===== src/rtl/rv32i_pkg.sv =====
// Shared types for the RV32I multi-cycle control path: sequencer states,
// base opcodes, ALU operation codes and datapath mux encodings.
package rv32i_pkg;

  typedef enum logic [2:0] {
    ST_IDLE      = 3'd0,
    ST_FETCH     = 3'd1,
    ST_DECODE    = 3'd2,
    ST_EXECUTE   = 3'd3,
    ST_MEM       = 3'd4,
    ST_WRITEBACK = 3'd5,
    ST_TRAP      = 3'd6,
    ST_HALT      = 3'd7
  } ctrl_state_t;

  typedef enum logic [6:0] {
    OPC_LUI    = 7'b0110111,
    OPC_AUIPC  = 7'b0010111,
    OPC_JAL    = 7'b1101111,
    OPC_JALR   = 7'b1100111,
    OPC_BRANCH = 7'b1100011,
    OPC_LOAD   = 7'b0000011,
    OPC_STORE  = 7'b0100011,
    OPC_OP_IMM = 7'b0010011,
    OPC_OP     = 7'b0110011,
    OPC_SYSTEM = 7'b1110011
  } rv32i_opcode_t;

  typedef enum logic [5:0] {
    ALU_NOP    = 6'd0,
    ALU_ADD    = 6'd1,
    ALU_SUB    = 6'd2,
    ALU_SLL    = 6'd3,
    ALU_SLT    = 6'd4,
    ALU_SLTU   = 6'd5,
    ALU_XOR    = 6'd6,
    ALU_SRL    = 6'd7,
    ALU_SRA    = 6'd8,
    ALU_OR     = 6'd9,
    ALU_AND    = 6'd10,
    ALU_ADDI   = 6'd11,
    ALU_SLTI   = 6'd12,
    ALU_SLTIU  = 6'd13,
    ALU_XORI   = 6'd14,
    ALU_ORI    = 6'd15,
    ALU_ANDI   = 6'd16,
    ALU_BYPASS = 6'd17,
    ALU_JALR   = 6'd18
  } alu_op_t;

  localparam logic       PC_SEL_PLUS4 = 1'b0;
  localparam logic       PC_SEL_ALU   = 1'b1;

  localparam logic [1:0] WB_SEL_ALU   = 2'd0;
  localparam logic [1:0] WB_SEL_MEM   = 2'd1;
  localparam logic [1:0] WB_SEL_PC4   = 2'd2;

  localparam logic [6:0] FUNCT7_BASE  = 7'b0000000;
  localparam logic [6:0] FUNCT7_ALT   = 7'b0100000;

endpackage


===== src/rtl/rv32i_alu_decode.sv =====
// Combinational opcode/funct3/funct7 decode: produces the ALU operation for
// EXECUTE and flags any encoding outside the supported RV32I subset.
module rv32i_alu_decode
  import rv32i_pkg::*;
(
  input  logic [6:0] opcode_i,
  input  logic [2:0] funct3_i,
  input  logic [6:0] funct7_i,
  output alu_op_t    alu_op_o,
  output logic       legal_o
);

  // NOTE: every output gets a default before the case so no path leaves a
  // value unassigned, which would otherwise infer a latch.
  always_comb begin
    alu_op_o = ALU_NOP;
    legal_o  = 1'b1;
    case (opcode_i)
      OPC_LUI:   alu_op_o = ALU_BYPASS;
      OPC_AUIPC: alu_op_o = ALU_ADD;
      OPC_JAL:   alu_op_o = ALU_ADD;
      OPC_JALR: begin
        alu_op_o = ALU_JALR;
        legal_o  = (funct3_i == 3'b000);
      end
      OPC_BRANCH: begin
        alu_op_o = ALU_ADD;
        legal_o  = (funct3_i != 3'b010) && (funct3_i != 3'b011);
      end
      OPC_LOAD, OPC_STORE: begin
        alu_op_o = ALU_ADD;
        legal_o  = (funct3_i == 3'b010);
      end
      OPC_OP_IMM: begin
        case (funct3_i)
          3'b000: alu_op_o = ALU_ADDI;
          3'b001: begin
            alu_op_o = ALU_SLL;
            legal_o  = (funct7_i == FUNCT7_BASE);
          end
          3'b010: alu_op_o = ALU_SLTI;
          3'b011: alu_op_o = ALU_SLTIU;
          3'b100: alu_op_o = ALU_XORI;
          3'b101: begin
            if (funct7_i == FUNCT7_BASE)     alu_op_o = ALU_SRL;
            else if (funct7_i == FUNCT7_ALT) alu_op_o = ALU_SRA;
            else                             legal_o  = 1'b0;
          end
          3'b110: alu_op_o = ALU_ORI;
          default: alu_op_o = ALU_ANDI;
        endcase
      end
      OPC_OP: begin
        if (funct7_i == FUNCT7_BASE) begin
          case (funct3_i)
            3'b000: alu_op_o = ALU_ADD;
            3'b001: alu_op_o = ALU_SLL;
            3'b010: alu_op_o = ALU_SLT;
            3'b011: alu_op_o = ALU_SLTU;
            3'b100: alu_op_o = ALU_XOR;
            3'b101: alu_op_o = ALU_SRL;
            3'b110: alu_op_o = ALU_OR;
            default: alu_op_o = ALU_AND;
          endcase
        end else if (funct7_i == FUNCT7_ALT) begin
          // The alternate funct7 only exists for SUB and SRA.
          case (funct3_i)
            3'b000:  alu_op_o = ALU_SUB;
            3'b101:  alu_op_o = ALU_SRA;
            default: legal_o  = 1'b0;
          endcase
        end else begin
          legal_o = 1'b0;
        end
      end
      OPC_SYSTEM: alu_op_o = ALU_NOP;
      default:    legal_o  = 1'b0;
    endcase
  end

endmodule


===== src/rtl/rv32i_ctrl_fsm.sv =====
// Multi-cycle RV32I control sequencer: fetch/decode/execute/mem/writeback over
// one shared memory port, with sticky trap/halt states and a retire counter.
module rv32i_ctrl_fsm
  import rv32i_pkg::*;
#(
  parameter int unsigned RESET_IDLE_CYCLES = 1
) (
  input  logic        clk,
  input  logic        rst,
  input  logic [31:0] instr,
  input  logic        branch_taken,
  input  logic        mem_ready,
  output logic        mem_req,
  output logic        mem_we,
  output logic        mem_addr_sel,
  output logic        ir_we,
  output logic        pc_we,
  output logic        pc_sel,
  output logic        alu_a_sel,
  output logic        alu_b_sel,
  output logic [5:0]  alu_op,
  output logic        alu_out_we,
  output logic        rf_we,
  output logic [1:0]  wb_sel,
  output logic        illegal,
  output logic        halted,
  output logic        retire,
  output logic [31:0] retire_count
);

  localparam logic [3:0] IDLE_LAST = 4'(RESET_IDLE_CYCLES - 1);

  ctrl_state_t state_q;
  logic [3:0]  idle_cnt_q;
  logic [31:0] retire_count_q;
  logic        halt_retired_q;

  alu_op_t     dec_alu_op;
  alu_op_t     alu_op_c;
  logic        dec_legal;
  logic [6:0]  opcode;
  logic        is_branch, is_load, is_store, is_system, is_jump, is_auipc, is_op;
  logic        unused_instr_bits;

  assign opcode    = instr[6:0];
  assign is_branch = (opcode == OPC_BRANCH);
  assign is_load   = (opcode == OPC_LOAD);
  assign is_store  = (opcode == OPC_STORE);
  assign is_system = (opcode == OPC_SYSTEM);
  assign is_jump   = (opcode == OPC_JAL) || (opcode == OPC_JALR);
  assign is_auipc  = (opcode == OPC_AUIPC);
  assign is_op     = (opcode == OPC_OP);

  // Register specifiers and immediates are consumed by the datapath, not here.
  assign unused_instr_bits = ^instr[24:15];

  rv32i_alu_decode u_alu_decode (
    .opcode_i (opcode),
    .funct3_i (instr[14:12]),
    .funct7_i (instr[31:25]),
    .alu_op_o (dec_alu_op),
    .legal_o  (dec_legal)
  );

  // NOTE: sequential state uses non-blocking assignments only, so every
  // register samples the pre-edge values of its neighbours.
  always_ff @(posedge clk or posedge rst) begin
    if (rst) begin
      state_q        <= ST_IDLE;
      idle_cnt_q     <= '0;
      retire_count_q <= '0;
      halt_retired_q <= 1'b0;
    end else begin
      if (retire) retire_count_q <= retire_count_q + 32'd1;
      case (state_q)
        ST_IDLE: begin
          if (idle_cnt_q == IDLE_LAST) begin
            idle_cnt_q <= '0;
            state_q    <= ST_FETCH;
          end else begin
            idle_cnt_q <= idle_cnt_q + 4'd1;
          end
        end
        ST_FETCH: if (mem_ready) state_q <= ST_DECODE;
        ST_DECODE: begin
          if (!dec_legal)     state_q <= ST_TRAP;
          else if (is_system) state_q <= ST_HALT;
          else                state_q <= ST_EXECUTE;
        end
        ST_EXECUTE: begin
          if (is_branch)                 state_q <= ST_FETCH;
          else if (is_load || is_store)  state_q <= ST_MEM;
          else                           state_q <= ST_WRITEBACK;
        end
        ST_MEM: if (mem_ready) state_q <= is_load ? ST_WRITEBACK : ST_FETCH;
        ST_WRITEBACK: state_q <= ST_FETCH;
        ST_TRAP:      state_q <= ST_TRAP;
        ST_HALT:      halt_retired_q <= 1'b1;
        default:      state_q <= ST_IDLE;
      endcase
    end
  end

  // Outputs decode straight from the state register, so an asynchronous reset
  // drops every enable (mem_req included) without waiting for a clock.
  always_comb begin
    mem_req      = 1'b0;
    mem_we       = 1'b0;
    mem_addr_sel = 1'b0;
    ir_we        = 1'b0;
    pc_we        = 1'b0;
    pc_sel       = PC_SEL_PLUS4;
    alu_a_sel    = 1'b0;
    alu_b_sel    = 1'b0;
    alu_op_c     = ALU_NOP;
    alu_out_we   = 1'b0;
    rf_we        = 1'b0;
    wb_sel       = WB_SEL_ALU;
    illegal      = 1'b0;
    halted       = 1'b0;
    retire       = 1'b0;
    case (state_q)
      ST_FETCH: begin
        mem_req = 1'b1;
        ir_we   = mem_ready;
      end
      ST_EXECUTE: begin
        alu_out_we = 1'b1;
        alu_op_c   = dec_alu_op;
        alu_a_sel  = is_auipc || (opcode == OPC_JAL) || is_branch;
        alu_b_sel  = !is_op;
        if (is_branch) begin
          pc_we  = 1'b1;
          pc_sel = branch_taken;
          retire = 1'b1;
        end
      end
      ST_MEM: begin
        mem_req      = 1'b1;
        mem_addr_sel = 1'b1;
        mem_we       = is_store;
        if (is_store && mem_ready) begin
          pc_we  = 1'b1;
          pc_sel = PC_SEL_PLUS4;
          retire = 1'b1;
        end
      end
      ST_WRITEBACK: begin
        rf_we  = (instr[11:7] != 5'd0);
        pc_we  = 1'b1;
        retire = 1'b1;
        pc_sel = is_jump ? PC_SEL_ALU : PC_SEL_PLUS4;
        if (is_load)      wb_sel = WB_SEL_MEM;
        else if (is_jump) wb_sel = WB_SEL_PC4;
        else              wb_sel = WB_SEL_ALU;
      end
      ST_TRAP: illegal = 1'b1;
      ST_HALT: begin
        halted = 1'b1;
        retire = !halt_retired_q;
      end
      default: ;
    endcase
  end

  assign alu_op       = alu_op_c;
  assign retire_count = retire_count_q;

endmodule


===== config.mk =====
export PLATFORM = sky130hd
export DESIGN_NAME = rv32i_ctrl_fsm
export DESIGN_NICKNAME = d
export VERILOG_FILES = /design/src/rtl/rv32i_pkg.sv /design/src/rtl/rv32i_alu_decode.sv /design/src/rtl/rv32i_ctrl_fsm.sv
export SDC_FILE = /design/constraint.sdc
export NUM_CORES = 1
export LEC_CHECK = 0
export ABC_AREA = 1
export CAP_MARGIN = 20
export CORE_MARGIN = 5
export CORE_UTILIZATION = 40
export DETAILED_ROUTE_END_ITERATION = 10
export HOLD_SLACK_MARGIN = 0.02
export PLACE_DENSITY_LB_ADDON = 0.3
export SYNTH_ARGS = -nofsm -noshare
export SYNTH_HDL_FRONTEND = slang
export SYNTH_SLANG_ARGS = --single-unit

===== constraint.sdc =====
create_clock -name clk -period 1.64 [get_ports clk]
set_input_delay 0.328 -clock clk [delete_from_list [all_inputs] [get_ports clk]]
set_output_delay 0.328 -clock clk [all_outputs]
set_load 0.05 [all_outputs]

==> reports/summary.txt, run 1 <==
Final Max Tran Viols: 0
Final HPWL DP: 8033 um
area leader, netlist: dfrtp_1
TritonRoute pass-1 iters: 6
period utilization: 122.7%
layout cell share with drive strength beyond 1: 51.26%
share of the synthesized area in the top cell type: 33.76%
critical path cell sequence: buf_4 -> nand2_2 -> nor2_4 -> a21oi_2 -> nand3_2 -> buf_12 -> buf_12
clock tree buffer depth: 2
power per cell area: 942.1 mW/mm2
WP data arrival: 1.68 ns
initial antenna violation count: 0
Setup crit start kind: flop
status: complete, but fails checks
fillcell total: 397
total CTS buffers: 5
CP Class: reg -> out
R2R cell count: 12
TritonCTS clock tree: built
most common cell after layout, fill and taps aside: buf_4
Mean Syn Cell Area: 6.817 um2
clock root buffer: clkbuf_8
sw frac: 42.92%
Syn-to-layout area delta: 100.8%
Setup Viol. Count Final: 54
final hold vios: 0
register share of total power: 22.2%
Routed Antenna Nets: 0
die height: 96.10 um
Total GRT Usage: 25.98%
Reg-to-Reg End: retire_count[14]
worst skew pair latency: 0.30 ns
Syn. warnings: 0
first-pass GRT wire length: 18630 um
total of max-cap violations: 0
Initial Util: 40.88%
Min Hold Slack: 0.3604 ns
FF+latch count, synth: 40
number of clock sinks: 40
setup slack, reg-to-reg: -0.31 ns
total inserted antenna cells: 0
GP Congestion: 0.9554
worst hold path class: in -> async
Yosys cell types: 35
Syn Inst Count: 435
startpoint of the worst register-to-register path: state_q[0]
Placed Instance Area: 0.005144 mm2
Synth area leaders: dfrtp_1 (34%), nand2_1 (15%), inv_1 (8.1%)
CP dominant cell by count: buf_12
Net Count, Synth: 478
routed length per instance: 17.40 um
register area share after synthesis: 33.76%
H-tree level count: 2
Final WS setup: -0.3717 ns
commonest cells after routing, fill and taps aside: buf_4 (101), nand2_1 (75), buf_12 (52)
CORE AREA: 0.007253 mm2
CP required: 1.31 ns
Clock power frac: 15.1%
Psw: 2.408 mW
row cnt: 31
Cells after DPL: 686
RSZ-0062 raised after global routing: yes
Design Area, Final: 0.005954 mm2
cell area after synthesis: 0.002965 mm2
number of global-route vias before repair: 3971
cts hold-fix bufs: 0
Leak Pwr: 2.820 nW
DRC errors left: 0
Finished Layout Cells: 733
Buffers on Ports: 77
Iteration-0 DRC Markers: 150
Crit. End Element: output port
failing checks: negative setup slack
crit-path max FO: 4
DIE AREA: 0.009235 mm2
routed vias: 3871
Gate power share: 62.7%
Max stage delay on crit path: 0.42 ns
largest net degree at the start of global routing: 41
Post-Route Skew: 0.01335 ns
Vias/cell: 5.281
Ports: 89
CTS clock-pin slew for the worst setup and hold paths: 0.09 ns
slowest CP cell: dfrtp_1
fmax: 0.4971 GHz
Worst VDD drop: 0.9365 mV
detailed-route wire length: 12750 um
fin crit period: 2.012 ns
Design Power: 5.610 mW
final net count: 676
Int Power: 3.202 mW
Die W: 96.10 um
grt ovf: 0
## what timing repair did
item                                    4_1_cts  5_1_grt
resized for setup                           145       72
endpoints found under the setup margin       53       54
cloned                                        1        0
pin swaps                                    41       34
setup buffers                                24       22
## kinds of logic (layout without fill, tap and decap cells)
logic type	after synthesis	count (layout)	share of synthesized area [%]
AND/OR/NAND/NOR	246	246	36.54
buffers and inverters	72	271	9.873
flip-flops	40	40	33.76
AO/OA/AOI/OAI	36	36	7.005
XOR/XNOR	33	33	9.747
adder cells (fa/ha/maj)	7	7	2.953
other	1	1	0.1265
## routing by layer
metal	part of all wire (%)	track usage, %	vias up
met2	52	48.07	211
met3	6.6	5.004	71
met4	5.7	14.22	0
met1	36	27.29	1808
met5	0	0	-
li1	-	-	1781
## power by group through the flow
| stage | clock, mW | combinational [mW] | sequential [mW] |
|---|---|---|---|
| 2_1_floorplan | 0 | 1.20 | 1.41 |
| 3_3_place_gp | 0 | 2.51 | 1.22 |
| 3_5_place_dp | 0 | 2.57 | 1.24 |
| 4_1_cts | 0.839 | 2.99 | 1.22 |
| 5_1_grt | 0.904 | 3.69 | 1.25 |
| 6_report | 0.847 | 3.52 | 1.24 |
## final cells by class
type	instances	area (um2)	area share, %
Clock buffer	5	68.82	1.156
Clock inverter	3	46.29	0.7775
Inverter	67	281.5	4.728
Multi-Input combinational cell	323	2217	37.23
Sequential cell	40	1005	16.87
Tap cell	99	123.9	2.080
Timing Repair Buffer	196	2212	37.15
## state kept, by name (all words and copies together) (netlist names)
name and flops:
retire_count 32, state_q 3, idle_cnt_q 4, halt_retired_q 1
## how the worst max path moves through the flow
| stage | start | endpoint | cells after the start |
|---|---|---|---|
| after floorplan | state_q[2] | alu_a_sel | 3 |
| after global placement | instr[1] | alu_op[0] | 13 |
| after detailed placement | instr[6] | alu_op[4] | 10 |
| after CTS | instr[0] | alu_op[0] | 13 |
| after global routing | state_q[0] | wb_sel[1] | 7 |
| final | state_q[0] | retire | 7 |
## Yosys cell counts (all sizes together)
library cell  count
a211oi            1
a21oi             8
a22oi             1
a31o              1
a31oi             4
and2              1
buf               5
conb              1
dfrtp            40
ha                7
inv              67
nand2           120
nand3            24
nand3b            1
nand4            14
nor2             62
nor3             21
nor4              2
o211ai            1
o21a              1
o21ai            16
o31a              1
o31ai             2
or4               1
xnor2            15
xor2             18
## metrics by stage
stage               setup WS (ns)  setup TNS, ns  util (%)
global route              -0.4357         -16.17     82.09
detailed placement        -0.7637         -26.74     70.92
floorplan                 -0.3976         -10.69         -
finish                    -0.3717         -12.94     82.09
CTS                       -0.2929         -7.089     77.87
global placement          -0.6881         -23.22     70.92
## worst max-delay path, delay by kind of cell (launching register included)
family | cells | cell delay (ns)
flip-flops | 1 | 0.42
AO/OA/AOI/OAI | 1 | 0.16
buffers and inverters | 3 | 0.45
AND/OR/NAND/NOR | 3 | 0.35
(Power assumes the default switching activity.)
==> inputs of run 2 (changes only) <==
--- a/config.mk
+++ b/config.mk
@@ -5,13 +5,16 @@
 export SDC_FILE = /design/constraint.sdc
 export NUM_CORES = 1
 export LEC_CHECK = 0
-export ABC_AREA = 1
+export ABC_AREA = 0
 export CAP_MARGIN = 20
+export CELL_PAD_IN_SITES_DETAIL_PLACEMENT = 0
+export CELL_PAD_IN_SITES_GLOBAL_PLACEMENT = 1
 export CORE_MARGIN = 5
-export CORE_UTILIZATION = 40
+export CORE_UTILIZATION = 35
 export DETAILED_ROUTE_END_ITERATION = 10
 export HOLD_SLACK_MARGIN = 0.02
 export PLACE_DENSITY_LB_ADDON = 0.3
 export SYNTH_ARGS = -nofsm -noshare
 export SYNTH_HDL_FRONTEND = slang
+export SYNTH_HIERARCHICAL = 1
 export SYNTH_SLANG_ARGS = --single-unit
==> run 2 against run 1 <==
The flow still finishes with violations (negative setup slack). Clock skew decreased by 0.0038 ns. Worst setup slack worse by 0.24 ns. Clock power rose by 2%. Synthesized area fell by 2.0%. Sequential cell count is the same. Hold slack gained 0.016 ns. Register-to-register slack is essentially flat. Sequential power hardly changed. Global-route usage is 6.4 points lower. Wire length decreased by 16%. Critical path depth stayed put. Highest routed layer unchanged.
==> reports/summary.txt, run 2 <==
status: complete, but fails checks (unchanged)
failing checks: negative setup slack (unchanged)
mux cell area share after synthesis: 0.7749% (was 0%)
Min Hold Slack: 0.3761 ns (was 0.3604 ns)
CP required: 1.31 ns (about the same)
detailed-route wire length: 10740 um (was 12750 um)
cts hold-fix bufs: 0 (unchanged)
Clock power frac: 14.3% (was 15.1%)
RSZ-0062 raised after global routing: yes (unchanged)
Syn Inst Count: 308 (was 435)
Crit. End Element: output port (unchanged)
Final WS setup: -0.6137 ns (was -0.3717 ns)
Int Power: 3.676 mW (was 3.202 mW)
DIE AREA: 0.01023 mm2 (was 0.009235 mm2)
fillcell total: 473 (was 397)
total CTS buffers: 5 (unchanged)
Setup Viol. Count Final: 55 (was 54)
number of clock sinks: 40 (unchanged)
H-tree level count: 2 (unchanged)
Syn. warnings: 6 (was 0)
area leader, netlist: dfrtp_1 (unchanged)
combinational family with the most area after synthesis: simple AND/OR/NAND/NOR gates (unchanged)
total inserted antenna cells: 0 (unchanged)
period utilization: 137.4% (was 122.7%)
WP data arrival: 1.93 ns (was 1.68 ns)
number of global-route vias before repair: 3415 (was 3971)
worst skew pair latency: 0.30 ns (about the same)
fin crit period: 2.254 ns (was 2.012 ns)
Leak Pwr: 2.858 nW (was 2.820 nW)
Synth area leaders: dfrtp_1 (34%), xnor2_1 (6.6%), xor2_1 (3.6%) (was dfrtp_1 (34%), nand2_1 (15%), inv_1 (8.1%))
setup slack, reg-to-reg: -0.31 ns (about the same)
fmax: 0.4437 GHz (was 0.4971 GHz)
post-synthesis compound-gate area fraction: 12.87% (was 7.004%)
Syn-to-layout area delta: 111.8% (was 100.8%)
cell area after synthesis: 0.002907 mm2 (was 0.002965 mm2)
final net count: 562 (was 676)
CTS clock-pin slew for the worst setup and hold paths: 0.08 ns (was 0.09 ns)
Total GRT Usage: 19.54% (was 25.98%)
fin util: 75.68% (was 82.09%)
Gate power share: 65.6% (was 62.7%)
Max Used Layer: met4 (unchanged)
register area share after synthesis: 34.44% (was 33.76%)
Adder-Cell Fraction of Synth Area: 3.358% (was 2.954%)
Design Power: 6.061 mW (was 5.610 mW)
startpoint of the worst register-to-register path: state_q[1] (was state_q[0])
Psw: 2.386 mW (was 2.408 mW)
Post-Route Skew: 0.009591 ns (was 0.01335 ns)
top_reg_cell synth: dfrtp_1 (unchanged)
grt ovf: 0 (unchanged)
clock root buffer: clkbuf_8 (unchanged)
CP Class: in -> out (was reg -> out)
row cnt: 33 (was 31)
first-pass GRT wire length: 16280 um (was 18630 um)
Yosys cell types: 72 (was 35)
crit-path max FO: 3 (was 4)
Simple-Gate Fraction of Synth Area: 31.73% (was 36.54%)
Metal-1 WL: 4359 um (was 4566 um)
register share of total power: 20.1% (was 22.2%)
Buffers on Ports: 77 (unchanged)
Ports: 89 (unchanged)
initial antenna violation count: 0 (unchanged)
Initial Util: 35.73% (was 40.88%)
met3 WL: 458 um (was 842 um)
largest net degree at the start of global routing: 41 (unchanged)
Synth Area in XOR/XNOR: 10.25% (was 9.747%)
Reg-to-Reg End: retire_count[10] (was retire_count[14])
R2R cell count: 8 (was 12)
area of the multi-input gates: 0.002366 mm2 (was 0.002217 mm2)
routed vias: 3312 (was 3871)
Die W: 101.1 um (was 96.10 um)
Post-synth EDFFs: 0 (unchanged)
worst hold path class: in -> async (unchanged)
Net Count, Synth: 351 (was 478)
pre-CTS WS: -0.8894 ns (was -0.7637 ns)
Setup crit start kind: input port (was flop)
Routed Antenna Nets: 0 (unchanged)
met2 WL: 5694 um (was 6622 um)
commonest cells after routing, fill and taps aside: buf_4 (110), buf_12 (43), buf_6 (38) (was buf_4 (101), nand2_1 (75), buf_12 (52))
max reg flops: 32 (unchanged)
TritonRoute pass-1 iters: 4 (was 6)
die height: 101.1 um (was 96.10 um)
most common cell after layout, fill and taps aside: buf_4 (unchanged)
Mean Syn Cell Area: 9.437 um2 (was 6.817 um2)
TritonCTS clock tree: built (unchanged)
total of max-cap violations: 0 (unchanged)
DRC errors left: 0 (unchanged)
Worst VDD drop: 1.058 mV (was 0.9365 mV)
FF+latch area: 0.001006 mm2 (was 0.001005 mm2)
fraction of registers with async set/reset: 100.0% (unchanged)
sw frac: 39.36% (was 42.92%)
CORE AREA: 0.008134 mm2 (was 0.007253 mm2)
clock tree buffer depth: 2 (unchanged)
Final HPWL DP: 6377 um (was 8033 um)
power per cell area: 984.6 mW/mm2 (was 942.1 mW/mm2)
GP Congestion: 0.8189 (was 0.9554)
Iteration-0 DRC Markers: 83 (was 150)
routed length per instance: 17.18 um (was 17.40 um)
Vias/cell: 5.299 (was 5.281)
most frequent cell after synthesis: dfrtp_1 (was nand2_1)
final hold vios: 0 (unchanged)
share of the synthesized area in the top cell type: 34.44% (was 33.76%)
FF+latch count, synth: 40 (unchanged)
setup TNS: -12.10 ns (was -12.94 ns)
Final Max Tran Viols: 0 (unchanged)
layout cell share with drive strength beyond 1: 61.54% (was 51.26%)
Post-synth top cells: dfrtp_1 (40), xnor2_1 (22), nand2_1 (20) (was nand2_1 (115), inv_1 (64), nor2_1 (58))
-- run 2: worst max path at each step --
stage	endpoint	cells past startpoint	slack, ns	startpoint
floorplan	alu_op[3]	6	-0.51	instr[26]
global placement	alu_op[3]	7	-0.87	instr[26]
detailed placement	alu_op[3]	7	-0.89	instr[25]
CTS	alu_op[3]	7	-0.62	instr[26]
global route	alu_op[3]	7	-0.63	instr[28]
finish	alu_op[3]	7	-0.61	instr[28]
-- run 2: what timing repair did --
| action | in CTS | in global routing |
|---|---|---|
| gates resized for setup | 175 | 54 |
| gates cloned | 3 | 1 |
| pin swaps | 64 | 46 |
| setup endpoints to repair | 55 | 56 |
| buffers inserted | 36 | 31 |
-- run 2: critical path, stage by stage --
cell and delay [ns]:
buf_6 0.09, or4_4 0.54, or3_4 0.35, o21ai_1 0.16, o211a_1 0.18, and2_4 0.15, buf_12 0.13
-- run 2: layout make-up --
class                           instances  area share (%)
Tap cell                              105           2.134
Sequential cell                        40           16.34
Clock buffer                            6           1.341
Clock inverter                          2          0.6301
Timing Repair Buffer                  223           40.22
Inverter                               12          0.8943
Multi-Input combinational cell        237           38.43
-- run 2: per-stage QoR --
step | cells | area, um2
final | 625 | 6156
after global routing | 625 | 6156
after global placement | 553 | 4810
after detailed placement | 553 | 4810
after floorplan | 308 | 3118
after CTS | 600 | 5729
-- run 2: per-layer routing --
metal	vias up	track usage (%)
li1	1553	-
met4	0	5.930
met5	-	0
met1	1655	24.04
met3	18	3.581
met2	86	34.66
-- run 2: cells by family (layout without fill, tap and decap cells) --
kind of cell    after synthesis  after routing
xor+xnor                     34             34
simple gates                138            138
mux                           2              2
compound gates               54             54
fa+ha+maj                     8              8
other cells                   1              1
flops                        40             40
buf+inv                      31            243
-- run 2: power by group through the flow --
stage	Clock, mW	Combinational (mW)	Sequential [mW]
detailed placement	0	2.51	1.21
floorplan	0	1.26	1.35
finish	0.865	3.98	1.22
CTS	0.879	3.33	1.20
global route	0.921	4.16	1.23
global placement	0	2.49	1.21
